<file path="src/rtl/xcache_param_pkg.sv">
// Shared xcache configuration definitions: command codes, table geometry and FSM states.
// The readback option in xcache_cfg_decoder is enabled with XCACHE_CFG_READBACK_EN.
package xcache_param_pkg;

  localparam int unsigned MAX_PARTITION = 4;
  localparam int unsigned PART_IDX_W    = $clog2(MAX_PARTITION + 1);
  localparam int unsigned XMEM_AW       = 29;
  localparam int unsigned XMEM_DW       = 32;
  localparam int unsigned CMD_W         = 6;
  localparam int unsigned CMD_MAX_CODE  = 40;

  typedef enum logic [CMD_W-1:0] {
    CMD_SET_SBANK    = 6'd0,
    CMD_SET_RPORT    = 6'd1,
    CMD_SET_APORT    = 6'd2,
    CMD_SET_PART     = 6'd3,
    CMD_PART_NUM     = 6'd4,
    CMD_RANGE_START  = 6'd5,
    CMD_FWD_FIRST    = 6'd6,
    CMD_FWD_LAST     = 6'd39,
    CMD_AXI_MEM_BASE = 6'd40
  } cmd_t;

  // MAX_PARTITION+1 range starts; entry i+1 bounds partition i
  typedef logic [MAX_PARTITION:0][XMEM_AW-1:0] range_tbl_t;

  typedef enum logic [1:0] {
    ST_IDLE,
    ST_LOAD,
    ST_CHECK,
    ST_COMMIT
  } cfg_state_t;

  function automatic logic is_fwd_code(input logic [CMD_W-1:0] id);
    return (id >= CMD_FWD_FIRST) && (id <= CMD_FWD_LAST);
  endfunction

endpackage

</file>
<file path="src/rtl/xcache_part_lookup.sv">
// Address-to-partition compare tree over a range table, with a one-cycle output register.
module xcache_part_lookup
  import xcache_param_pkg::*;
(
  input  logic                  clk_i,
  input  logic                  rst_ni,
  input  range_tbl_t            tbl_i,
  input  logic [PART_IDX_W:0]   part_num_i,
  input  logic                  valid_i,
  input  logic [XMEM_AW-1:0]    addr_i,
  output logic                  rsp_valid_o,
  output logic                  hit_o,
  output logic [PART_IDX_W-1:0] part_o,
  output logic [XMEM_AW-1:0]    end_o
);

  logic [XMEM_AW-1:0]    lim_d;
  logic [XMEM_AW-1:0]    nxt_d;
  logic [XMEM_AW-1:0]    end_d;
  logic [PART_IDX_W-1:0] part_d;
  logic                  hit_d;

  logic                  rsp_valid_q;
  logic                  hit_q;
  logic [PART_IDX_W-1:0] part_q;
  logic [XMEM_AW-1:0]    end_q;

  always_comb begin
    lim_d  = '0;
    nxt_d  = '0;
    part_d = '0;
    for (int unsigned i = 0; i <= MAX_PARTITION; i++) begin
      if (part_num_i == (PART_IDX_W+1)'(i)) lim_d = tbl_i[i];
    end
    hit_d = (tbl_i[0] <= addr_i) && (addr_i < lim_d);
    // ascending starts: the last qualifying entry is the owning partition
    for (int unsigned i = 0; i < MAX_PARTITION; i++) begin
      if (((PART_IDX_W+1)'(i) < part_num_i) && (tbl_i[i] <= addr_i)) part_d = PART_IDX_W'(i);
    end
    for (int unsigned i = 1; i <= MAX_PARTITION; i++) begin
      if (part_d == PART_IDX_W'(i - 1)) nxt_d = tbl_i[i];
    end
    end_d = nxt_d - XMEM_AW'(1);
    if (!hit_d) begin
      part_d = '0;
      end_d  = '0;
    end
  end

  always_ff @(posedge clk_i or negedge rst_ni) begin
    if (!rst_ni) begin
      rsp_valid_q <= 1'b0;
      hit_q       <= 1'b0;
      part_q      <= '0;
      end_q       <= '0;
    end else begin
      rsp_valid_q <= valid_i;
      if (valid_i) begin
        hit_q  <= hit_d;
        part_q <= part_d;
        end_q  <= end_d;
      end
    end
  end

  assign rsp_valid_o = rsp_valid_q;
  assign hit_o       = hit_q;
  assign part_o      = part_q;
  assign end_o       = end_q;

endmodule

</file>
<file path="src/rtl/xcache_cfg_decoder.sv">
// Config command responder: shadow range table, validated commit, lookup and command forwarding.
// Define XCACHE_CFG_READBACK_EN to add the active-table readback port.
module xcache_cfg_decoder
  import xcache_param_pkg::*;
(
  input  logic                  clk,
  input  logic                  rstn,
  input  logic                  cmd_valid,
  output logic                  cmd_ready,
  input  logic                  cmd_commit,
  input  logic [CMD_W-1:0]      cmd_id,
  input  logic [XMEM_DW-1:0]    cmd_data,
  output logic                  fwd_valid,
  output logic [CMD_W-1:0]      fwd_id,
  output logic [XMEM_DW-1:0]    fwd_data,
  output logic                  cfg_busy,
  output logic                  cfg_done,
  output logic                  cfg_err,
  output logic [7:0]            sbank,
  output logic [7:0]            rport,
  output logic [7:0]            aport,
  output logic [XMEM_DW-1:0]    axi_mem_base,
  output logic [PART_IDX_W:0]   part_num,
  input  logic                  lkp_valid,
  input  logic [XMEM_AW-1:0]    lkp_addr,
  output logic                  lkp_rsp_valid,
  output logic                  lkp_hit,
  output logic [PART_IDX_W-1:0] lkp_part,
  output logic [XMEM_AW-1:0]    lkp_end
`ifdef XCACHE_CFG_READBACK_EN
  ,
  input  logic                  rd_valid,
  input  logic [PART_IDX_W-1:0] rd_idx,
  output logic [XMEM_AW-1:0]    rd_data,
  output logic                  rd_rsp_valid
`endif
);

  cfg_state_t            state_q;
  range_tbl_t            shd_rs_q;
  range_tbl_t            act_rs_q;
  logic [PART_IDX_W:0]   shd_pn_q;
  logic [PART_IDX_W:0]   act_pn_q;
  logic [PART_IDX_W-1:0] cur_part_q;
  logic [PART_IDX_W-1:0] chk_idx_q;
  logic                  fwd_valid_q;
  logic [CMD_W-1:0]      fwd_id_q;
  logic [XMEM_DW-1:0]    fwd_data_q;
  logic                  err_q;
  logic [7:0]            sbank_q;
  logic [7:0]            rport_q;
  logic [7:0]            aport_q;
  logic [XMEM_DW-1:0]    axi_base_q;

  logic                  accept_d;
  logic [PART_IDX_W-1:0] chk_nxt_d;
  logic                  chk_pn_bad_d;
  logic                  chk_ok_d;
  logic                  chk_last_d;

  assign cmd_ready    = (state_q == ST_IDLE) || (state_q == ST_LOAD);
  assign accept_d     = cmd_valid && cmd_ready;
  assign chk_nxt_d    = chk_idx_q + PART_IDX_W'(1);
  assign chk_pn_bad_d = (shd_pn_q == '0) || (shd_pn_q > (PART_IDX_W+1)'(MAX_PARTITION));
  assign chk_ok_d     = !chk_pn_bad_d && (shd_rs_q[chk_idx_q] < shd_rs_q[chk_nxt_d]);
  assign chk_last_d   = ({1'b0, chk_idx_q} == (shd_pn_q - (PART_IDX_W+1)'(1)));

  always_ff @(posedge clk or negedge rstn) begin
    if (!rstn) begin
      state_q     <= ST_IDLE;
      shd_rs_q    <= '0;
      act_rs_q    <= '0;
      shd_pn_q    <= (PART_IDX_W+1)'(1);
      act_pn_q    <= (PART_IDX_W+1)'(1);
      cur_part_q  <= '0;
      chk_idx_q   <= '0;
      fwd_valid_q <= 1'b0;
      fwd_id_q    <= '0;
      fwd_data_q  <= '0;
      err_q       <= 1'b0;
      sbank_q     <= '0;
      rport_q     <= '0;
      aport_q     <= '0;
      axi_base_q  <= '0;
    end else begin
      fwd_valid_q <= 1'b0;
      case (state_q)
        ST_IDLE, ST_LOAD: begin
          if (accept_d) begin
            if (cmd_commit) begin
              err_q     <= 1'b0;
              chk_idx_q <= '0;
              state_q   <= ST_CHECK;
            end else begin
              state_q <= ST_LOAD;
              if (cmd_id > CMD_W'(CMD_MAX_CODE)) begin
                err_q <= 1'b1;
              end else if (is_fwd_code(cmd_id)) begin
                fwd_valid_q <= 1'b1;
                fwd_id_q    <= cmd_id;
                fwd_data_q  <= cmd_data;
              end else begin
                case (cmd_id)
                  CMD_SET_SBANK:    sbank_q    <= cmd_data[7:0];
                  CMD_SET_RPORT:    rport_q    <= cmd_data[7:0];
                  CMD_SET_APORT:    aport_q    <= cmd_data[7:0];
                  CMD_AXI_MEM_BASE: axi_base_q <= cmd_data;
                  CMD_SET_PART: begin
                    if (cmd_data > XMEM_DW'(MAX_PARTITION)) err_q <= 1'b1;
                    else cur_part_q <= cmd_data[PART_IDX_W-1:0];
                  end
                  // oversized counts saturate so the check still rejects them
                  CMD_PART_NUM: begin
                    shd_pn_q <= (|cmd_data[XMEM_DW-1:PART_IDX_W+1]) ? '1 : cmd_data[PART_IDX_W:0];
                  end
                  CMD_RANGE_START: begin
                    shd_rs_q[cur_part_q] <= cmd_data[XMEM_AW-1:0];
                    if (cur_part_q != PART_IDX_W'(MAX_PARTITION)) cur_part_q <= cur_part_q + PART_IDX_W'(1);
                  end
                  default: ;
                endcase
              end
            end
          end
        end
        ST_CHECK: begin
          if (!chk_ok_d) begin
            err_q   <= 1'b1;
            state_q <= ST_IDLE;
          end else if (chk_last_d) begin
            state_q <= ST_COMMIT;
          end else begin
            chk_idx_q <= chk_nxt_d;
          end
        end
        ST_COMMIT: begin
          act_rs_q   <= shd_rs_q;
          act_pn_q   <= shd_pn_q;
          cur_part_q <= '0;
          state_q    <= ST_IDLE;
        end
        default: state_q <= ST_IDLE;
      endcase
    end
  end

  assign cfg_busy     = !cmd_ready;
  assign cfg_done     = (state_q == ST_COMMIT);
  assign cfg_err      = err_q;
  assign fwd_valid    = fwd_valid_q;
  assign fwd_id       = fwd_id_q;
  assign fwd_data     = fwd_data_q;
  assign sbank        = sbank_q;
  assign rport        = rport_q;
  assign aport        = aport_q;
  assign axi_mem_base = axi_base_q;
  assign part_num     = act_pn_q;

  xcache_part_lookup u_lookup (
    .clk_i       (clk),
    .rst_ni      (rstn),
    .tbl_i       (act_rs_q),
    .part_num_i  (act_pn_q),
    .valid_i     (lkp_valid),
    .addr_i      (lkp_addr),
    .rsp_valid_o (lkp_rsp_valid),
    .hit_o       (lkp_hit),
    .part_o      (lkp_part),
    .end_o       (lkp_end)
  );

`ifdef XCACHE_CFG_READBACK_EN
  logic                 rd_rsp_valid_q;
  logic [XMEM_AW-1:0]   rd_data_q;

  always_ff @(posedge clk or negedge rstn) begin
    if (!rstn) begin
      rd_rsp_valid_q <= 1'b0;
      rd_data_q      <= '0;
    end else begin
      rd_rsp_valid_q <= rd_valid;
      if (rd_valid) rd_data_q <= (rd_idx > PART_IDX_W'(MAX_PARTITION)) ? '0 : act_rs_q[rd_idx];
    end
  end

  assign rd_rsp_valid = rd_rsp_valid_q;
  assign rd_data      = rd_data_q;
`endif

endmodule

</file>
<file path="config.mk">
export PLATFORM = sky130hd
export DESIGN_NAME = xcache_cfg_decoder
export DESIGN_NICKNAME = d
export VERILOG_FILES = /design/src/rtl/xcache_param_pkg.sv /design/src/rtl/xcache_part_lookup.sv /design/src/rtl/xcache_cfg_decoder.sv
export SDC_FILE = /design/constraint.sdc
export NUM_CORES = 1
export LEC_CHECK = 0
export BUFFER_PORTS_ARGS = -buffer_cell sky130_fd_sc_hd__buf_4
export CAP_MARGIN = 10
export CORE_UTILIZATION = 55
export DETAILED_ROUTE_END_ITERATION = 12
export HOLD_SLACK_MARGIN = 0.15
export MAX_ROUTING_LAYER = met4
export PLACE_DENSITY = 0.81
export SYNTH_ARGS = -nofsm -noshare
export SYNTH_HDL_FRONTEND = slang
export SYNTH_SLANG_ARGS = --single-unit
</file>
<file path="constraint.sdc">
create_clock -name clk -period 8.55 [get_ports clk]
set_clock_uncertainty 0.2 [all_clocks]
set_input_delay 0.855 -clock clk [delete_from_list [all_inputs] [get_ports clk]]
set_output_delay 0.855 -clock clk [all_outputs]
set_load 0.1 [all_outputs]
</file>
Word-level counts from Yosys, hierarchy flattened --
Cells that the tools add are included.
Storage, ports and cells: register bits 436, bits in read-only memories 0, memory bits (writable) 0, output and inout port bits 137, memories kept 0, bits in latches 0, logic and storage cells 170, input bits 72
Cells by class: div/mod/pow operators 0, multipliers 0, reductions and logical operators 32, add/sub/neg operators 4, mux-type cells 53, bitwise operators 3, equal/unequal tests 33, magnitude comparators 18, shift operators 0
Operators by type and width (number):
- 29-bit 2-to-1 mux | 13
- 29-bit binary-select mux with 3-bit select | 2
- 145-bit bitwise mux | 1
- 29-bit less-or-equal comparator | 4
- 29-bit demux with 3-bit select | 1
- 29-bit less-than comparator | 2
- 6-bit AND reduction | 7
- 32-bit by 3-bit > comparator with 1-bit output, second input constant | 1
- 3-bit 2-to-1 mux | 10
- 29-bit by 1-bit subtractor with 29-bit output, second input constant | 1
- 28-bit OR reduction | 1
- 3-bit one-hot mux with 2 select lines | 3
- 2-bit != test, second input constant | 8
- 2-bit 2-to-1 mux | 7
- 1-bit 2-to-1 mux | 13
- 6-bit by 2-bit == test with 1-bit output, second input constant | 2
- 6-bit by 3-bit == test with 1-bit output, second input constant | 2
- 3-bit by 4-bit less-than comparator with 1-bit output, second input constant | 3
- 3-bit != test, second input constant | 4
- 5-bit AND reduction | 2
- 2-bit == test, second input constant | 4
- 4-bit by 2-bit == test with 1-bit output, second input constant | 2
- 1-bit logical AND | 8
- 4-bit logical NOT | 2
- 31 further kinds | 40

Logic depth before layout (Yosys ltp) --
Gate-level depths: netlist (run 1).
depth after elaboration 12, gate-level depth with buffers 19

Hierarchy --
From an unflattened synthesis (run 1), not the netlist that was laid out.
Unflattened totals: cell total of the unflattened synthesis 2290, area, all modules 26050.0 um2
Modules (own cells, without submodules):
- xcache_cfg_decoder | sequential area each 10062.2 um2, cells an instance 1402, area each 18560.3 um2, times used 1
- xcache_part_lookup | sequential area each 825.8 um2, cells an instance 888, area each 7489.7 um2, times used 1

Worst setup path after synthesis (run 1) --
OpenSTA, ideal clock, no wires.
kind register to register, start point register act_pn_q[0] (netlist: part_num[0]), end point register u_lookup.end_q[22] (netlist: u_lookup.end_o[22]), clock period less this slack 5.189 ns, required time 8.278 ns, library setup time 0.072 ns, setup slack 3.361 ns, buffers on the path 3, arrival 4.917 ns, stages on the path, launching flop included 18, cell sequence dfstp_2 buf_1 buf_1 mux4_2 a22oi_1 ha_1 a21o_1 a21o_1 a21oi_1 nor2b_1 o21ai_0 a21oi_1 a211oi_1 nor2_1 or2_2 clkbuf_1 or4_1 nand3_1
On the way: word-level cells in the longest chain between the ends 12, elaborated cells between the ends (all ways) 31, those cells by class add/sub (1); order compare (4); eq/ne (7); mux (13); reduce/logical (6)
Ends and longest elaborated chain:
- start: declaration | line xcache_cfg_decoder.sv:43 | logic [PART_IDX_W:0] act_pn_q;
- start signal: assignment | line xcache_cfg_decoder.sv:74 | act_pn_q <= (PART_IDX_W+1)'(1);
- start signal: assignment | line xcache_cfg_decoder.sv:138 | act_pn_q <= shd_pn_q;
- 1-bit by 4-bit less-than comparator with 1-bit output | line xcache_part_lookup.sv:38 | if (((PART_IDX_W+1)'(i) < part_num_i) && (tbl_i[i] <= addr_i)) part_d = PART_IDX_W'(i);
- 1-bit logical AND | line xcache_part_lookup.sv:38
- 1-bit 2-to-1 mux | line xcache_part_lookup.sv:38
- 2-bit 2-to-1 mux (2 in a row) | line xcache_part_lookup.sv:38
- 3-bit logical NOT | line xcache_part_lookup.sv:41 | if (part_d == PART_IDX_W'(i - 1)) nxt_d = tbl_i[i];
- 29-bit 2-to-1 mux (4 in a row) | line xcache_part_lookup.sv:41
- 29-bit by 1-bit subtractor with 29-bit output | line xcache_part_lookup.sv:43 | end_d = nxt_d - XMEM_AW'(1);
- 29-bit 2-to-1 mux * | line xcache_part_lookup.sv:44 | if (!hit_d) begin
- end signal: assignment | line xcache_part_lookup.sv:61 | end_q <= end_d;
- end: declaration | line xcache_part_lookup.sv:26 | logic [XMEM_AW-1:0] end_q;
Every way passes the cells marked *; elsewhere a longest branch is shown, timed or not. A chain may end at the register's enable or synchronous reset.

Worst setup path after layout (run 1) --
start point register act_rs_q[34] (netlist name), end point register u_lookup.end_q[19] (netlist: u_lookup.end_o[19])
On the way: word-level cells in the longest chain between the ends 12, elaborated cells between the ends (all ways) 21, those cells by class add/sub (1); order compare (2); eq/ne (3); mux (12); reduce/logical (3)
Ends and longest elaborated chain:
- start: declaration | line xcache_cfg_decoder.sv:41 | range_tbl_t act_rs_q;
- start signal: assignment | line xcache_cfg_decoder.sv:137 | act_rs_q <= shd_rs_q;
- 29-bit less-or-equal comparator | line xcache_part_lookup.sv:38
- 1-bit logical AND | line xcache_part_lookup.sv:38
- 1-bit 2-to-1 mux | line xcache_part_lookup.sv:38
- 2-bit 2-to-1 mux (2 in a row) | line xcache_part_lookup.sv:38
- 3-bit logical NOT | line xcache_part_lookup.sv:41
- 29-bit 2-to-1 mux (4 in a row) | line xcache_part_lookup.sv:41
- 29-bit by 1-bit subtractor with 29-bit output | line xcache_part_lookup.sv:43
- 29-bit 2-to-1 mux * | line xcache_part_lookup.sv:44
Marks and branches as above.

==> impl_metrics.json, run 1 <==
{
  "die_area_mm2": 0.0470,
  "area_growth_pct": 14.2,
  "cts_tree": "yes",
  "cpLargestDelayFamily": "compound AO/OA/AOI/OAI gates",
  "synth.most_common_cell": "dfrtp_1",
  "drv_slew": 0,
  "layout_worst_path_cycle_share_pct": 69.8,
  "multi_input_area_mm2": 0.0138,
  "ir_drop_uv": 388,
  "drtPass1Iterations": 6,
  "placed_cell_area_mm2": 0.0275,
  "via_per_inst": 6.69,
  "drv_cap": 0,
  "clk_path_buf_depth": 3,
  "crit_arrival_ns": 6.24,
  "fin_area_mm2": 0.0290,
  "first_global_vias": 20285,
  "ys_types": 93,
  "synth_nets": 2435,
  "post_cts_resized": 0,
  "endpoint_kind": "register",
  "die_h_um": 217,
  "routed_wl_um": 81200,
  "cp-start-kind": "register",
  "drtIter0Drc": 2273,
  "rsz0062_at_grt": "no",
  "insertion_delay_ns": 0.61,
  "h-tree-depth": 2,
  "path_max_fanout": 14,
  "grt_pass1_wl_um": 124000,
  "worst_hold_path_type": "input port to async pin",
  "post-route-min-period_ns": 5.97,
  "cts.sinks": 435,
  "post-place-ws_ns": 2.10,
  "holdBufCountCts": 0,
  "worst_pin_slew_ns": 1.23,
  "via_count": 19877,
  "synth-warning-count": 0,
  "place_inst": 2892,
  "antenna_found_initial": 0,
  "relSlewSlack_pct": 17.5,
  "ys_ff_latch": 435,
  "n_fill_cell": 3495,
  "postSynthCellCount": 2186,
  "cp_num_buf_inv": 0,
  "ys.flop_type": "dfrtp_1",
  "synth_area_leader_cell": "dfrtp_1",
  "ys_seq_area_share_pct": 42.9,
  "setup_violations": 0,
  "synth_edf_count": 0,
  "path_class": "register to register",
  "syn_avg_cell_area_um2": 11.6,
  "cts_root_buf": "clkbuf_16",
  "yosys-top-cells-area": "dfrtp_1 (43%), mux2_2 (16%), ha_1 (8.7%)",
  "cts_buffers": 45,
  "dp_hpwl_um": 58200,
  "diodes": 0,
  "seq_area_mm2": 0.0109,
  "crit_path_cell_trace": "ha_1 -> nand4_1 -> nor4_1 -> a21boi_2 -> o21ai_1 -> o21ai_1 -> a211oi_1 -> o211a_1 -> and3_1 -> nand4_1 -> or4b_1 -> a32o_1",
  "die_x_um": 217,
  "hold_ws_ns": 0.151,
  "worstPathRequired_ns": 8.82,
  "setup_slack_ns": 2.58,
  "grt_overflow_total": 0,
  "grt_max_degree": 181,
  "synth_top_area_share_pct": 42.7,
  "rows": 78,
  "num_io_pins": 209,
  "finalHoldViolations": 0,
  "grt_util_all_layers_pct": 35.8,
  "max_stage_delay_ns": 0.71,
  "ant_nets": 0,
  "power.leakage_nw": 14.5,
  "synthesis.area_mm2": 0.0254,
  "synth_common_cells": "dfrtp_1 (433), mux2_2 (371), nand2_1 (201)",
  "layout-drive-gt1-share_pct": 33.4,
  "cp_slowest_cell": "o21ai_1",
  "initial_core_util_pct": 55.8,
  "async_flop_share_pct": 100,
  "wl_per_cell_um": 27.3,
  "power_density_mw_per_mm2": 292,
  "fin_cells": 2971,
  "fin_tns_setup_ns": 0,
  "fmax_mhz": 168,
  "drc": 0,
  "path_clk_slew_ns": 0.06,
  "gp_congestion": 1.03,
  "core_mm2": 0.0455,
  "status": "completed",
  "io_buffers": 207,
  "post_cts_buffers": 0,
  "layout.nets": 2588
}
per-stage QoR:
step	power [mW]	utilization, %
5_1_grt	8.82	63.8
3_3_place_gp	6.34	60.4
6_report	8.48	63.8
3_5_place_dp	6.41	60.4
4_1_cts	8.46	63.8
2_1_floorplan	5.43	-
power breakdown:
| part | internal (mW) | switching [mW] |
|---|---|---|
| sequential | 2.26 | 0.223 |
| combinational | 1.13 | 2.83 |
| clock | 1.18 | 0.858 |
sequential cells by signal, indices dropped and copies added, names as in the netlist, 6 cells and up:
name            count
fwd_data           32
act_rs_q          145
rport               8
shd_rs_q          145
u_lookup.end_o     29
fwd_id              6
sbank               8
axi_mem_base       32
aport               8
routing by layer:
layer / routed length (µm) / global-route usage, %
met5: 0 / -
met4: 2890 / 12.0
met3: 7500 / 7.91
met2: 36200 / 52.7
met1: 34600 / 49.1
logic make-up (layout without fill, tap and decap cells):
kind of cell / Yosys count / count (layout) / share of synthesized area (%)
AO/OA/AOI/OAI: 463 / 463 / 13.0
XOR/XNOR: 14 / 14 / 0.483
adder cells (fa/ha/maj): 177 / 177 / 8.72
buffers and inverters: 185 / 370 / 2.99
flip-flops: 435 / 435 / 42.9
multiplexers: 467 / 467 / 23.1
other: 1 / 1 / 0.0148
AND/OR/NAND/NOR: 444 / 444 / 8.78
final timing paths:
kind	from	to	slack, ns	depth (start not counted)
max in group asynchronous	rstn	chk_idx_q[0]	6.43	2
min in group clk	lkp_valid	u_lookup.rsp_valid_o	0.23	1
worst max-delay path	act_rs_q[34]	u_lookup.end_o[19]	2.58	12
worst min-delay path	rstn	u_lookup.end_o[19]	0.15	1
worst max register to register	act_rs_q[34]	u_lookup.end_o[19]	2.58	12
worst min register to register	u_lookup.hit_o	u_lookup.hit_o	0.28	1
final cells by class:
type / count / area share (%)
flip-flops and latches: 435 / 37.6
clock inverters: 15 / 0.747
repair buffers: 240 / 6.28
inverters: 51 / 0.660
multi-input cells: 1566 / 47.6
well taps: 600 / 2.59
clock buffers: 64 / 4.58
layout by cell type, fill, tap and decap left out, types with 7 or more instances in the layout:
master and instances:
or3_1 8, nand4_1 39, xnor2_1 7, nand3_1 37, a21oi_1 97, and3_1 11, a21o_1 32, buf_4 238
nor4_1 15, o21ai_1 8, o21ai_0 46, o21a_1 16, nor2_1 45, clkbuf_1 7, inv_1 50, a211oi_1 41
nor3_1 12, dfrtp_1 432, ha_1 177, mux2i_1 38, clkbuf_16 46, nor2b_1 9, clkbuf_8 11, a22o_1 44
and4_1 11, nor3_2 7, o211a_1 12, nand2_1 199, a32o_1 10, mux4_2 58, mux2_2 371, a22oi_1 31
a31oi_1 31, o211ai_1 21
(Power assumes the default switching activity.)
==> run 2: changes to the inputs <==
PLACE_DENSITY = 0.84   (was 0.81)
clock period = 5.1 ns   (was 8.55 ns; I/O delays follow)
==> impl_metrics.json, run 2 (synthesis results as in run 1) <==
{
  "p_clk_share_pct": 23.1,
  "post_cts_buffers": 0,
  "die_area_mm2": 0.0470,
  "initial_core_util_pct": 55.8,
  "drc": 0,
  "finalHoldViolations": 0,
  "drtIter0Drc": 2321,
  "die_h_um": 217,
  "final_common_cell": "dfrtp_1",
  "post-place-ws_ns": -0.0335,
  "switching_share_pct": 45.7,
  "place_inst": 2934,
  "grt_use_met3_pct": 6.99,
  "switching_power_mw": 6.57,
  "post-route-min-period_ns": 4.98,
  "insertion_delay_ns": 0.60,
  "drv_slew": 0,
  "crit_arrival_ns": 5.30,
  "status": "completed",
  "fmax_mhz": 201,
  "dp_hpwl_um": 60200,
  "worst_pin_slew_ns": 1.09,
  "layout.nets": 2676,
  "grt_overflow_total": 0,
  "worstPathRequired_ns": 5.42,
  "via_count": 20665,
  "startpoint": "chk_idx_q[0]",
  "h-tree-depth": 2,
  "path_max_fanout": 44,
  "die_x_um": 217,
  "fin_cells": 3062,
  "setup_slack_ns": 0.118,
  "drv_cap": 0,
  "core_mm2": 0.0455,
  "r2r-start": "chk_idx_q[0]",
  "wl_per_cell_um": 27.6,
  "grt_pass1_wl_um": 127000,
  "worst_hold_path_type": "input port to async pin",
  "busiest_layer": "met2",
  "grt_util_met1_pct": 51.0,
  "relSlewSlack_pct": 27.5,
  "fin_area_mm2": 0.0298,
  "setup_violations": 0,
  "io_buffers": 207,
  "area_growth_pct": 17.5,
  "path_class": "register to register",
  "seqPwrFrac_pct": 28.5,
  "power_density_mw_per_mm2": 482,
  "cts_tree": "yes",
  "num_io_pins": 209,
  "layout-drive-gt1-share_pct": 33.9,
  "multi_input_area_mm2": 0.0138,
  "combinationalPowerShare_pct": 48.4,
  "grt_max_degree": 201,
  "ir_drop_uv": 670,
  "routed_wl_um": 84700,
  "ant_nets": 0,
  "path_clk_slew_ns": 0.07,
  "gp_congestion": 1.14,
  "seq_area_mm2": 0.0109,
  "first_global_vias": 20558,
  "power.leakage_nw": 14.9,
  "placed_cell_area_mm2": 0.0279,
  "drtPass1Iterations": 9,
  "hold_ws_ns": 0.183,
  "grt_util_all_layers_pct": 37.1,
  "antenna_found_initial": 1,
  "rows": 78,
  "cp-start-kind": "register",
  "met2_usage_pct": 55.5,
  "endpoint_kind": "register",
  "n_fill_cell": 3278,
  "final_cell_mix": "dfrtp_1 (432), mux2_2 (371), buf_4 (273)",
  "layout_worst_path_cycle_share_pct": 97.7,
  "finalPower_mw": 14.4,
  "cts_buffers": 46,
  "p_int_mw": 7.81,
  "reg_top3": "act_rs_q x145, shd_rs_q x145",
  "cts.sinks": 435,
  "cts_root_buf": "clkbuf_16",
  "clk_path_buf_depth": 3,
  "via_per_inst": 6.75
}
[run 2: changes by cell type in the layout (fill, tap and decap cells not counted), sizes merged]
cell / before / now
buf: 240 / 283
dlygate4sd3: 0 / 43
inv: 51 / 54
diode: 0 / 1
clkbuf: 64 / 71
clkinvlp: 2 / 0
clkinv: 10 / 8
bufinv: 3 / 1
[run 2: final cells by class]
cell class                      instances  share of cell area (%)
Clock inverter                         12                   0.394
Multi-Input combinational cell       1566                    46.3
Antenna cell                            1                 0.00839
Inverter                               51                   0.642
Clock buffer                           70                    4.57
Sequential cell                       435                    36.5
Timing Repair Buffer                  327                    9.05
Tap cell                              600                    2.52
[run 2: power by group through the flow]
stage / sequential [mW] / clock [mW] / combinational, mW
2_1_floorplan: 5.90 / 0 / 3.21
3_3_place_gp: 4.12 / 0 / 6.70
3_5_place_dp: 4.13 / 0 / 6.81
4_1_cts: 4.09 / 3.34 / 6.87
5_1_grt: 4.13 / 3.49 / 7.33
6_report: 4.10 / 3.33 / 6.96
[run 2: path summary, 6_finish.rpt]
path                                   endpoint  slack, ns  depth (start not counted)
max                                  state_q[1]       0.12                         17
min                        u_lookup.rsp_valid_o       0.18                          2
max reg2reg                          state_q[1]       0.12                         17
min reg2reg                      u_lookup.hit_o       0.28                          1
max in group asynchronous          shd_rs_q[63]       3.12                          3
min in group clk                 u_lookup.hit_o       0.28                          1
[run 2: critical path: stages, from the launching register on]
cell and delay [ns]:
dfrtp_4 0.50, ha_1 0.24, xnor2_2 0.34, clkbuf_16 0.37, mux2i_1 0.15, a211oi_1 0.33, a31oi_1 0.08, ha_1 0.33
nand4_1 0.12, or2_2 0.17, nor2_1 0.08, a2111oi_0 0.40, buf_4 0.21, o211a_1 0.22, o221ai_1 0.23, nand2b_1 0.22
a21oi_1 0.16, dlygate4sd3_1 0.55
[run 2: what timing repair did]
item,CTS,global route
resized for setup,0,2
hold buffers,43,0
hold endpoints to repair,281,0
endpoints found under the setup margin,0,3
[run 2: routing by layer]
layer	up-vias	share of wire [%]
li1	8786	-
met4	0	3.6
met1	10419	41
met2	1254	45
met3	206	9.5
met5	-	0
[run 2: stage by stage]
stage / setup TNS (ns) / util (%)
6_report: 0 / 65.6
5_1_grt: -0.0156 / 65.6
4_1_cts: 0 / 65.4
3_5_place_dp: -0.0335 / 61.2
3_3_place_gp: 0 / 61.2
2_1_floorplan: 0 / -
==> run 3: changes to the inputs <==
REMOVE_ABC_BUFFERS = 1   (was not set)
==> impl_metrics.json, run 3 (synthesis results as in run 1) <==
{
  "via_per_inst": 6.77,
  "cp_slowest_cell": "dlygate4sd3_1",
  "die_h_um": 217,
  "crit_path_cell_trace": "ha_1 -> xnor2_2 -> buf_12 -> buf_4 -> mux2i_1 -> a211oi_1 -> a31oi_1 -> ha_1 -> a21oi_1 -> o21ai_0 -> a21oi_1 -> o31a_1 -> o221ai_1 -> nand2b_1 -> a21oi_1 -> dlygate4sd3_1",
  "drv_cap": 0,
  "ir_drop_uv": 742,
  "initial_core_util_pct": 55.8,
  "p_int_mw": 7.95,
  "h-tree-depth": 2,
  "core_mm2": 0.0455,
  "switching_share_pct": 45.8,
  "drtPass1Iterations": 7,
  "max_stage_delay_ns": 0.56,
  "p_clk_share_pct": 24.2,
  "reg_top3": "act_rs_q x145, shd_rs_q x145",
  "r2r_slack_ns": 0.12,
  "drtIter0Drc": 2262,
  "layout_worst_path_cycle_share_pct": 97.7,
  "grt_pass1_wl_um": 129000,
  "rr_worst_depth": 16,
  "place_inst": 2932,
  "die_x_um": 217,
  "startpoint": "chk_idx_q[0]",
  "setup_violations": 0,
  "combinationalPowerShare_pct": 47.8,
  "crit_arrival_ns": 5.32,
  "gp_congestion": 1.10,
  "cts_buffers": 46,
  "grt_overflow_total": 0,
  "grt_util_all_layers_pct": 37.1,
  "grt_max_degree": 132,
  "clk_path_buf_depth": 3,
  "wl_per_cell_um": 27.7,
  "multi_input_area_mm2": 0.0138,
  "n_fill_cell": 3265,
  "antenna_found_initial": 2,
  "rsz0062_at_grt": "no",
  "worst_pin_slew_ns": 1.11,
  "worstPathRequired_ns": 5.44,
  "cp_common_cell": "a21oi_1",
  "path_max_fanout": 69,
  "cts_tree": "yes",
  "final_cell_mix": "dfrtp_1 (432), mux2_2 (371), buf_4 (270)",
  "area_growth_pct": 17.9,
  "dp_hpwl_um": 60200,
  "layout.nets": 2673,
  "post-place-ws_ns": -0.0128,
  "power.leakage_nw": 14.9,
  "path_clk_slew_ns": 0.06,
  "first_global_vias": 20841,
  "post-route-min-period_ns": 4.98,
  "cp-start-kind": "register",
  "crit_cells": 16,
  "ant_nets": 0,
  "fin_area_mm2": 0.0299,
  "insertion_delay_ns": 0.60,
  "final_common_cell": "dfrtp_1",
  "r2r-end": "state_q[1]",
  "finalHoldViolations": 0,
  "routed_wl_um": 84700,
  "r2r-start": "chk_idx_q[0]",
  "seqPwrFrac_pct": 28.0,
  "drc": 0,
  "drv_slew": 0,
  "fin_cells": 3061,
  "endpoint": "state_q[1]",
  "die_area_mm2": 0.0470,
  "layout-drive-gt1-share_pct": 34.3,
  "via_count": 20736,
  "num_io_pins": 209,
  "cpLargestDelayFamily": "compound AO/OA/AOI/OAI gates",
  "power_density_mw_per_mm2": 490,
  "relSlewSlack_pct": 25.7,
  "fmax_mhz": 201,
  "status": "completed",
  "worst_hold_path_type": "register to register",
  "placed_cell_area_mm2": 0.0279,
  "cp_num_buf_inv": 3,
  "cts.sinks": 435,
  "rows": 78,
  "io_buffers": 207,
  "switching_power_mw": 6.73,
  "path_class": "register to register",
  "seq_area_mm2": 0.0109,
  "setup_slack_ns": 0.119,
  "endpoint_kind": "register",
  "cts_root_buf": "clkbuf_16"
}
run 3: cell count changes in the layout (fill, tap and decap cells not counted), sizes merged:
| cell | previous run | this run |
|---|---|---|
| clkbuf | 71 | 63 |
| clkinv | 8 | 14 |
| buf | 283 | 280 |
| bufinv | 1 | 4 |
| clkinvlp | 0 | 3 |
| inv | 54 | 52 |
run 3: how the worst min path moves through the flow:
stage / slack [ns] / endpoint / cells after the start / start
2_1_floorplan: 0.01 / act_rs_q[0] / 0 / rstn
3_3_place_gp: 0.26 / fwd_id[2] / 2 / fwd_id[2]
3_5_place_dp: 0.27 / fwd_data[17] / 2 / fwd_data[17]
4_1_cts: 0.28 / fwd_data[8] / 2 / fwd_data[8]
5_1_grt: 0.30 / fwd_id[3] / 2 / fwd_id[3]
6_report: 0.28 / fwd_data[8] / 2 / fwd_data[8]
run 3: repair_timing:
item	4_1_cts	5_1_grt
setup buffers	0	0
resized for setup	0	3
endpoints found under the hold margin	342	0
hold buffers	43	0
setup endpoints to repair	0	3
run 3: tightest hold or removal path, stage by stage, from the launching register on:
cell	delay [ns]
dfrtp_1	0.34
nand2_1	0.05
nand2_1	0.05
run 3: per-layer routing:
layer	vias up	part of all wire (%)	track usage (%)	wire length [µm]
met4	0	4.2	15.4	3590
met3	235	9.7	6.93	8210
li1	8798	-	-	-
met2	1247	45	55.6	38400
met1	10456	41	49.8	34400
met5	-	0	-	0
run 3: power groups by stage:
| stage | logic, mW | clock network (mW) | registers, mW |
|---|---|---|---|
| after floorplan | 2.87 | 0 | 6.12 |
| after global placement | 6.71 | 0 | 4.14 |
| after detailed placement | 6.83 | 0 | 4.15 |
| after CTS | 6.90 | 3.56 | 4.10 |
| after global routing | 7.36 | 3.72 | 4.13 |
| final | 7.01 | 3.55 | 4.11 |
run 3: per-stage QoR:
| step | total power [mW] | hold WS [ns] | utilization [%] | setup TNS, ns |
|---|---|---|---|---|
| finish | 14.7 | 0.281 | 65.8 | 0 |
| global route | 15.2 | 0.299 | 65.8 | 0 |
| CTS | 14.6 | 0.280 | 65.8 | 0 |
| detailed placement | 11.0 | 0.266 | 61.3 | -0.0207 |
| global placement | 10.8 | 0.263 | 61.3 | 0 |
| floorplan | 8.99 | 0.0144 | - | -126.52 |
run 3: area by class of cell:
class	instances	share of cell area [%]
diodes	1	0.00836
clock buffers	62	4.45
clock inverters	22	0.941
inverters	51	0.640
multi-input cells	1566	46.2
flip-flops and latches	435	36.4
well taps	600	2.51
repair buffers	324	8.89
